===== src/rtl/execute_muldiv_unit_pkg.sv =====
// Shared types for the execute-stage multiply/divide unit: funct3 op codes,
// FSM states and operand-signedness helpers.
package muldiv_types;

  typedef enum logic [2:0] {
    OP_MUL    = 3'b000,
    OP_MULH   = 3'b001,
    OP_MULHSU = 3'b010,
    OP_MULHU  = 3'b011,
    OP_DIV    = 3'b100,
    OP_DIVU   = 3'b101,
    OP_REM    = 3'b110,
    OP_REMU   = 3'b111
  } muldiv_op;

  typedef enum logic [1:0] {
    ST_IDLE,
    ST_MUL,
    ST_DIV,
    ST_DONE
  } muldiv_state;

  // rs1 is interpreted as two's complement for these ops.
  function automatic logic is_signed_a(muldiv_op op);
    return op inside {OP_MUL, OP_MULH, OP_MULHSU, OP_DIV, OP_REM};
  endfunction

  // rs2 is interpreted as two's complement for these ops.
  function automatic logic is_signed_b(muldiv_op op);
    return op inside {OP_MUL, OP_MULH, OP_DIV, OP_REM};
  endfunction

endpackage


===== src/rtl/execute_muldiv_unit_if.sv =====
// Request/response bundle between the execute-stage controller (master)
// and the multiply/divide unit (slave).
interface execute_muldiv_unit_if #(
  parameter int WIDTH = 32
);
  import muldiv_types::*;

  logic             start;
  muldiv_op         op;
  logic [WIDTH-1:0] a;
  logic [WIDTH-1:0] b;
  logic             flush;
  logic             busy;
  logic             done;
  logic [WIDTH-1:0] result;

  modport master (output start, op, a, b, flush, input busy, done, result);
  modport slave  (input start, op, a, b, flush, output busy, done, result);

endinterface


===== src/rtl/execute_muldiv_unit_div.sv =====
// One restoring-division step: shift the next dividend bit into the partial
// remainder and subtract the divisor if it fits. The caller guarantees
// rem_in < divisor, so bit WIDTH of the difference is the borrow.
module restoring_div_core #(
  parameter int WIDTH = 32
) (
  input  logic [WIDTH-1:0] rem_in,
  input  logic             dividend_bit,
  input  logic [WIDTH-1:0] divisor,
  output logic [WIDTH-1:0] rem_out,
  output logic             q_bit
);
  logic [WIDTH:0] shifted;
  logic [WIDTH:0] diff;

  assign shifted = {rem_in, dividend_bit};
  assign diff    = shifted - {1'b0, divisor};
  assign q_bit   = ~diff[WIDTH];
  assign rem_out = q_bit ? diff[WIDTH-1:0] : shifted[WIDTH-1:0];

endmodule


===== src/rtl/execute_muldiv_unit.sv =====
// Multi-cycle RV32M multiply/divide unit for the execute stage.
// Shift-add multiply (MUL_STEP bits/cycle) and restoring divide (1 bit/cycle)
// on operand magnitudes, sign fix when the result register is loaded.
// Optional macro MULDIV_FUSE_EN adds a last-product / last-quotient reuse
// record that lets a repeated operand pair finish in one cycle.
module execute_muldiv_unit
  import muldiv_types::*;
#(
  parameter int WIDTH    = 32,
  parameter int MUL_STEP = 1
) (
  input logic                  clk,
  input logic                  rst,
  execute_muldiv_unit_if.slave bus
);
  localparam int N_MUL = WIDTH / MUL_STEP;
  localparam int N_DIV = WIDTH;
  localparam int CW    = $clog2(WIDTH);
  localparam logic [WIDTH-1:0] MIN_NEG = {1'b1, {(WIDTH-1){1'b0}}};

  muldiv_state        state_q, state_d;
  logic [CW-1:0]      cnt_q, cnt_d;
  muldiv_op           op_q, op_d;
  logic               neg_main_q, neg_main_d;  // product or quotient sign
  logic               neg_rem_q, neg_rem_d;    // remainder sign
  logic [2*WIDTH-1:0] prod_q, prod_d;
  logic [2*WIDTH-1:0] mcand_q, mcand_d;
  logic [WIDTH-1:0]   mplier_q, mplier_d;
  logic [WIDTH-1:0]   quo_q, quo_d;            // dividend shifts out, quotient shifts in
  logic [WIDTH-1:0]   rem_q, rem_d;
  logic [WIDTH-1:0]   dvsr_q, dvsr_d;
  logic [WIDTH-1:0]   result_q, result_d;

  logic               sa_in, sb_in, div_zero, div_ovf;
  logic [WIDTH-1:0]   mag_a_in, mag_b_in;
  logic [WIDTH-1:0]   core_rem;
  logic               core_q;
  logic [2*WIDTH-1:0] fix_prod;
  logic [WIDTH-1:0]   fix_quo, fix_rem;

`ifdef MULDIV_FUSE_EN
  logic [WIDTH-1:0]   a_q, a_d, b_q, b_d;
  logic               rec_hit, mul_hit, div_hit;
  logic               mul_rec_vld_q, mul_rec_sa_q, mul_rec_sb_q;
  logic [WIDTH-1:0]   mul_rec_a_q, mul_rec_b_q;
  logic [2*WIDTH-1:0] mul_rec_prod_q;
  logic               div_rec_vld_q, div_rec_sgn_q;
  logic [WIDTH-1:0]   div_rec_a_q, div_rec_b_q, div_rec_quo_q, div_rec_rem_q;

  // MUL/MULH share signedness (1,1); plain MUL only needs the low half,
  // which is identical for every signedness pair.
  assign mul_hit = mul_rec_vld_q && bus.a == mul_rec_a_q && bus.b == mul_rec_b_q &&
                   (bus.op == OP_MUL || (is_signed_a(bus.op) == mul_rec_sa_q &&
                                         is_signed_b(bus.op) == mul_rec_sb_q));
  assign div_hit = div_rec_vld_q && bus.a == div_rec_a_q && bus.b == div_rec_b_q &&
                   is_signed_a(bus.op) == div_rec_sgn_q;
`endif

  // Operand magnitudes and fast-path detection on the incoming request.
  assign sa_in    = is_signed_a(bus.op) & bus.a[WIDTH-1];
  assign sb_in    = is_signed_b(bus.op) & bus.b[WIDTH-1];
  assign mag_a_in = sa_in ? -bus.a : bus.a;
  assign mag_b_in = sb_in ? -bus.b : bus.b;
  assign div_zero = (bus.b == '0);
  assign div_ovf  = is_signed_a(bus.op) && bus.a == MIN_NEG && bus.b == '1;

  restoring_div_core #(.WIDTH(WIDTH)) u_div_step (
    .rem_in       (rem_q),
    .dividend_bit (quo_q[WIDTH-1]),
    .divisor      (dvsr_q),
    .rem_out      (core_rem),
    .q_bit        (core_q)
  );

  // Next-state logic, datapath iteration and fast-path selection.
  always_comb begin
    // NOTE: every signal gets a default first so no path can infer a latch.
    state_d    = state_q;
    cnt_d      = cnt_q;
    op_d       = op_q;
    neg_main_d = neg_main_q;
    neg_rem_d  = neg_rem_q;
    prod_d     = prod_q;
    mcand_d    = mcand_q;
    mplier_d   = mplier_q;
    quo_d      = quo_q;
    rem_d      = rem_q;
    dvsr_d     = dvsr_q;
`ifdef MULDIV_FUSE_EN
    a_d        = a_q;
    b_d        = b_q;
    rec_hit    = 1'b0;
`endif
    case (state_q)
      ST_IDLE: begin
        if (bus.start && !bus.flush) begin
          op_d       = bus.op;
          neg_main_d = sa_in ^ sb_in;
          neg_rem_d  = sa_in;
          cnt_d      = '0;
`ifdef MULDIV_FUSE_EN
          a_d        = bus.a;
          b_d        = bus.b;
`endif
          if (!bus.op[2]) begin
            prod_d   = '0;
            mcand_d  = {{WIDTH{1'b0}}, mag_a_in};
            mplier_d = mag_b_in;
            state_d  = ST_MUL;
`ifdef MULDIV_FUSE_EN
            if (mul_hit) begin
              prod_d     = mul_rec_prod_q;
              neg_main_d = 1'b0;
              rec_hit    = 1'b1;
              state_d    = ST_DONE;
            end
`endif
          end else begin
            quo_d   = mag_a_in;
            rem_d   = '0;
            dvsr_d  = mag_b_in;
            state_d = ST_DIV;
            if (div_zero) begin
              quo_d      = '1;
              rem_d      = bus.a;
              neg_main_d = 1'b0;
              neg_rem_d  = 1'b0;
              state_d    = ST_DONE;
            end else if (div_ovf) begin
              quo_d      = bus.a;
              rem_d      = '0;
              neg_main_d = 1'b0;
              neg_rem_d  = 1'b0;
              state_d    = ST_DONE;
            end
`ifdef MULDIV_FUSE_EN
            else if (div_hit) begin
              quo_d      = div_rec_quo_q;
              rem_d      = div_rec_rem_q;
              neg_main_d = 1'b0;
              neg_rem_d  = 1'b0;
              rec_hit    = 1'b1;
              state_d    = ST_DONE;
            end
`endif
          end
        end
      end
      ST_MUL: begin
        if (bus.flush) begin
          state_d = ST_IDLE;
        end else begin
          prod_d   = prod_q + mcand_q * (2*WIDTH)'(mplier_q[MUL_STEP-1:0]);
          mcand_d  = mcand_q << MUL_STEP;
          mplier_d = mplier_q >> MUL_STEP;
          cnt_d    = cnt_q + CW'(1);
          if (cnt_q == CW'(N_MUL - 1)) begin
            cnt_d   = '0;
            state_d = ST_DONE;
          end
        end
      end
      ST_DIV: begin
        if (bus.flush) begin
          state_d = ST_IDLE;
        end else begin
          rem_d = core_rem;
          quo_d = {quo_q[WIDTH-2:0], core_q};
          cnt_d = cnt_q + CW'(1);
          if (cnt_q == CW'(N_DIV - 1)) begin
            cnt_d   = '0;
            state_d = ST_DONE;
          end
        end
      end
      default: state_d = ST_IDLE;  // DONE always returns to IDLE
    endcase
  end

  // Sign fix and result selection on the values that enter DONE.
  always_comb begin
    fix_prod = neg_main_d ? -prod_d : prod_d;
    fix_quo  = neg_main_d ? -quo_d  : quo_d;
    fix_rem  = neg_rem_d  ? -rem_d  : rem_d;
    case (op_d)
      OP_MUL:                        result_d = fix_prod[WIDTH-1:0];
      OP_MULH, OP_MULHSU, OP_MULHU:  result_d = fix_prod[2*WIDTH-1:WIDTH];
      OP_DIV, OP_DIVU:               result_d = fix_quo;
      default:                       result_d = fix_rem;
    endcase
  end

  // State, datapath and result registers.
  always_ff @(posedge clk) begin
    // NOTE: sequential state uses non-blocking assignments only, so every
    // register samples the pre-edge value of every other register.
    if (rst) begin
      state_q    <= ST_IDLE;
      cnt_q      <= '0;
      op_q       <= OP_MUL;
      neg_main_q <= 1'b0;
      neg_rem_q  <= 1'b0;
      prod_q     <= '0;
      mcand_q    <= '0;
      mplier_q   <= '0;
      quo_q      <= '0;
      rem_q      <= '0;
      dvsr_q     <= '0;
      result_q   <= '0;
    end else begin
      state_q    <= state_d;
      cnt_q      <= cnt_d;
      op_q       <= op_d;
      neg_main_q <= neg_main_d;
      neg_rem_q  <= neg_rem_d;
      prod_q     <= prod_d;
      mcand_q    <= mcand_d;
      mplier_q   <= mplier_d;
      quo_q      <= quo_d;
      rem_q      <= rem_d;
      dvsr_q     <= dvsr_d;
      if (state_d == ST_DONE) result_q <= result_d;
    end
  end

`ifdef MULDIV_FUSE_EN
  // Reuse records: written when a computed op enters DONE, kept across flush.
  // A fused hit leaves the record alone so its signedness key stays truthful.
  always_ff @(posedge clk) begin
    // NOTE: the records carry valid bits that must clear on reset; the data
    // fields are reset too so a stale key can never match after reset.
    if (rst) begin
      a_q            <= '0;
      b_q            <= '0;
      mul_rec_vld_q  <= 1'b0;
      mul_rec_sa_q   <= 1'b0;
      mul_rec_sb_q   <= 1'b0;
      mul_rec_a_q    <= '0;
      mul_rec_b_q    <= '0;
      mul_rec_prod_q <= '0;
      div_rec_vld_q  <= 1'b0;
      div_rec_sgn_q  <= 1'b0;
      div_rec_a_q    <= '0;
      div_rec_b_q    <= '0;
      div_rec_quo_q  <= '0;
      div_rec_rem_q  <= '0;
    end else begin
      a_q <= a_d;
      b_q <= b_d;
      if (state_d == ST_DONE && !rec_hit) begin
        if (!op_d[2]) begin
          mul_rec_vld_q  <= 1'b1;
          mul_rec_sa_q   <= is_signed_a(op_d);
          mul_rec_sb_q   <= is_signed_b(op_d);
          mul_rec_a_q    <= a_d;
          mul_rec_b_q    <= b_d;
          mul_rec_prod_q <= fix_prod;
        end else begin
          div_rec_vld_q  <= 1'b1;
          div_rec_sgn_q  <= is_signed_a(op_d);
          div_rec_a_q    <= a_d;
          div_rec_b_q    <= b_d;
          div_rec_quo_q  <= fix_quo;
          div_rec_rem_q  <= fix_rem;
        end
      end
    end
  end
`endif

  assign bus.busy   = (state_q != ST_IDLE);
  assign bus.done   = (state_q == ST_DONE);
  assign bus.result = result_q;

endmodule


===== src/flat_wrapper.sv =====
// flat-port wrapper written by rule: the top's interface ports become plain ports
module execute_muldiv_unit_flat import muldiv_types::*;
#(
  parameter int WIDTH    = 32,
  parameter int MUL_STEP = 1
)
  (clk, rst, bus_start, bus_op, bus_a, bus_b, bus_flush, bus_busy, bus_done, bus_result);
  execute_muldiv_unit_if #(.WIDTH(WIDTH)) bus_i ();
  input logic clk;
  input logic rst;
  input wire logic [$bits(bus_i.start)-1:0] bus_start;
  input wire logic [$bits(bus_i.op)-1:0] bus_op;
  input wire logic [$bits(bus_i.a)-1:0] bus_a;
  input wire logic [$bits(bus_i.b)-1:0] bus_b;
  input wire logic [$bits(bus_i.flush)-1:0] bus_flush;
  output wire logic [$bits(bus_i.busy)-1:0] bus_busy;
  output wire logic [$bits(bus_i.done)-1:0] bus_done;
  output wire logic [$bits(bus_i.result)-1:0] bus_result;
  assign bus_i.start = bus_start;
  assign bus_i.op = bus_op;
  assign bus_i.a = bus_a;
  assign bus_i.b = bus_b;
  assign bus_i.flush = bus_flush;
  assign bus_busy = bus_i.busy;
  assign bus_done = bus_i.done;
  assign bus_result = bus_i.result;
  execute_muldiv_unit #(.WIDTH(WIDTH), .MUL_STEP(MUL_STEP)) u_core (.clk(clk), .rst(rst), .bus(bus_i));
endmodule

===== config.mk =====
export PLATFORM = sky130hd
export DESIGN_NAME = execute_muldiv_unit_flat
export DESIGN_NICKNAME = d
export VERILOG_FILES = /design/src/rtl/execute_muldiv_unit_pkg.sv /design/src/rtl/execute_muldiv_unit_if.sv /design/src/rtl/execute_muldiv_unit_div.sv /design/src/rtl/execute_muldiv_unit.sv /design/src/flat_wrapper.sv
export SDC_FILE = /design/constraint.sdc
export NUM_CORES = 1
export LEC_CHECK = 0
export BUFFER_PORTS_ARGS = -buffer_cell sky130_fd_sc_hd__buf_4
export CAP_MARGIN = 20
export CORE_ASPECT_RATIO = 0.5
export CORE_MARGIN = 4
export CORE_UTILIZATION = 43
export DETAILED_ROUTE_END_ITERATION = 10
export SLEW_MARGIN = 20
export SYNTH_ARGS = -nofsm -noshare
export SYNTH_HDL_FRONTEND = slang
export SYNTH_HIERARCHICAL = 1
export SYNTH_SLANG_ARGS = --single-unit

===== constraint.sdc =====
create_clock -name clk -period 5.4 [get_ports clk]
set_input_delay 0.27 -clock clk [delete_from_list [all_inputs] [get_ports clk]]
set_output_delay 0.27 -clock clk [all_outputs]
set_load 0.02 [all_outputs]

==> out/results.ini <==
[outcome]
outcome=finished clean

[timing]
setup_viol=0
clock-skew-final_ps=26.3
tightest_slew_ps=1070
hold_violations=0
whs_ps=31.8
relSlewSlack=0.278
slew_viol_final=0
rsz0062_at_grt=true
setup_tns_ps=0
fin_crit_ps=5280
max_clock_freq_ghz=0.189
finalCritPeriodShare=0.979

[floorplan]
ioPinCount=105
dieArea_um2=66800
die_w_um=362
fp.dieH_um=185
start_util=0.437
placeableCoreArea_um2=61500
rows=64

[grt]
grt_first_pass_wirelength_um=174000
grt_max_degree=143
first_global_vias=28180
antenna_found_initial=2
grt_usage=0.331
overflow=0

[clocking]
clk_path_buf_depth=3
root_buffer=clkbuf_16
numCtsBuffers=35
clk_latency_ps=570
cts_tree=yes
clkSlewWorstSetupHoldPaths_ps=70
cts_max_level=2
cts_sinks=300

[layout]
areaGrowthSynthToFinish_pct=18.6
layout.nets=4072
multi_input_area_um2=20000
drive_above_1_share=0.177
fill_cells=6160
seqCellArea_um2=6010
final_cell_area_um2=31900

[worst_setup_path]
worstPathRequired_ps=5840
max_stage_delay_ps=340
crit_path_max_fanout=4
arrival_ps=5720
worstSetupEndpointType=flop
slowest_stage=dfxtp_2
cpMostUsedCell=buf_6
critPathKind=flop to flop
start_kind=flop

[power_and_ir_drop]
ir_drop_v=0.000176
powerDensity_nw_per_um2=225
total_power_mw=7.16
leakage_nw=12.4

[synth]
postSynthAreaPerCell_um2=7.34
ys_top_cells_by_area=dfxtp_1 (22%), nor2_1 (6.2%), a21oi_1 (5.9%)
synth_top_family_by_area=compound AO/OA/AOI/OAI gates
yosysWarnings=6
synth_ff_type=dfxtp_1
synthSimpleGateAreaFrac=0.270
netlist_area_um2=26900
synth_compound_area_frac=0.303
synth.top_cells.by_count=nor2_1 (446), nand2_1 (333), a21oi_1 (316)
synth-seq-cells=300
synthAdderAreaFrac=0.0513
synth-edff-count=0
synthArstFlopShare=0
netlist_instances=3664
ys_seq_area_frac=0.223
syn_nets=3844
yosys.area.top_type=dfxtp_1
ys_types=120
synth_top_area_frac=0.223
synth.most_common_cell=nor2_1
synth_xor_area_frac=0.0567
synth.mux.area_fraction=0.0440

[placed_design]
gp_routability_congestion=0.996
port_buffers=104
place_area_um2=30100
hpwlAfterDp_um=88300

[run]
cap_violations=0

[route]
first_pass_iters=6
via_per_inst=6.43
drc=0
wl_per_cell_um=24.3
via_count=30507
drt_iter0_drc=3428
routed_wl_um=115000
ant_nets=0

[worst_hold_path]
min_path_type=input port to flop

[cell type report]
type,instances,area share
diodes,2,0.000157
clock inverters,13,0.00671
well taps,825,0.0324
repair inverters,1,0.000353
inverters,80,0.00965
repair buffers,433,0.105
multi-input cells,3041,0.627
flip-flops and latches,300,0.188
clock buffers,47,0.0308
[final timing paths]
check	startpoint	end	slack, ps	cells after the start
max reg2reg	u_core/quo_q[31]	u_core/bus.result[22]	120	29
min reg2reg	u_core/mplier_q[1]	u_core/mplier_q[1]	450	2
min	bus_op[0]	u_core/op_q[0]	30	3
max	u_core/quo_q[31]	u_core/bus.result[22]	120	29
[cells in the final DEF, fill, tap and decap left out, types with 79 or more instances in the layout]
cell type / n
dfxtp_1: 299
nand3_1: 94
a21oi_1: 310
nor3_1: 122
nand2_1: 331
ha_1: 103
xnor2_1: 98
o21ai_0: 181
nor2_1: 445
buf_4: 418
and2_1: 79
[timing repair]
action	CTS	global route
hold buffers	1	0
endpoints found under the setup margin	18	22
setup buffers	3	17
cloned	1	0
gates resized for setup	18	78
hold endpoints to repair	1	0
pin swaps	12	35
[where the power goes]
| part | leakage [nW] | switching, mW | total, mW | internal [mW] |
|---|---|---|---|---|
| clock | 0.585 | 1.10 | 2.62 | 1.52 |
| combinational | 9.38 | 1.30 | 2.20 | 0.897 |
| sequential | 2.43 | 0.0658 | 2.34 | 2.28 |
[cells by family (layout without fill, tap and decap cells)]
family                   after synthesis  count (layout)
AO/OA/AOI/OAI                       1195            1195
XOR/XNOR                             174             174
adder cells (fa/ha/maj)              109             109
buffers and inverters                323             574
flip-flops                           300             300
multiplexers                         103             103
other                                  0               2
AND/OR/NAND/NOR                     1460            1460
[per-layer routing]
layer | up-vias | share of wire | global-route usage | wire length [um]
li1 | 14177 | - | - | -
met1 | 14619 | 0.45 | 0.471 | 52300
met2 | 1456 | 0.41 | 0.500 | 47700
met3 | 253 | 0.092 | 0.0622 | 10600
met4 | 2 | 0.040 | 0.119 | 4610
met5 | - | 0.00011 | 0 | 13
[state kept, by name (all words and copies together), names as in the netlist]
| name | flops |
|---|---|
| u_core/bus.result | 32 |
| u_core/cnt_q | 5 |
| u_core/dvsr_q | 32 |
| u_core/mcand_q | 64 |
| u_core/mplier_q | 32 |
| u_core/neg_main_q | 1 |
| u_core/neg_rem_q | 1 |
| u_core/op_q | 3 |
| u_core/prod_q | 64 |
| u_core/quo_q | 32 |
| u_core/rem_q | 32 |
| u_core/state_q | 2 |
[worst max-delay path: cells and delay by family, from the launching register on]
family                     cells  cell delay, ps
AOI/OAI and AO/OA             11            1760
buffers and inverters          7             740
xor gates and xnor gates       1             230
muxes                          3             750
and+or+nand+nor                5             840
adders and majority gates      2             480
DFF                            1             340
[through the flow]
stage	cells	utilization	setup WS, ps
after floorplan	3664	-	21.1
after global placement	4659	0.489	-311
after detailed placement	4659	0.489	-416
after CTS	4724	0.510	1.24
after global routing	4740	0.518	-175
final	4742	0.519	115
No activity file was read; power rests on OpenSTA's default activity.
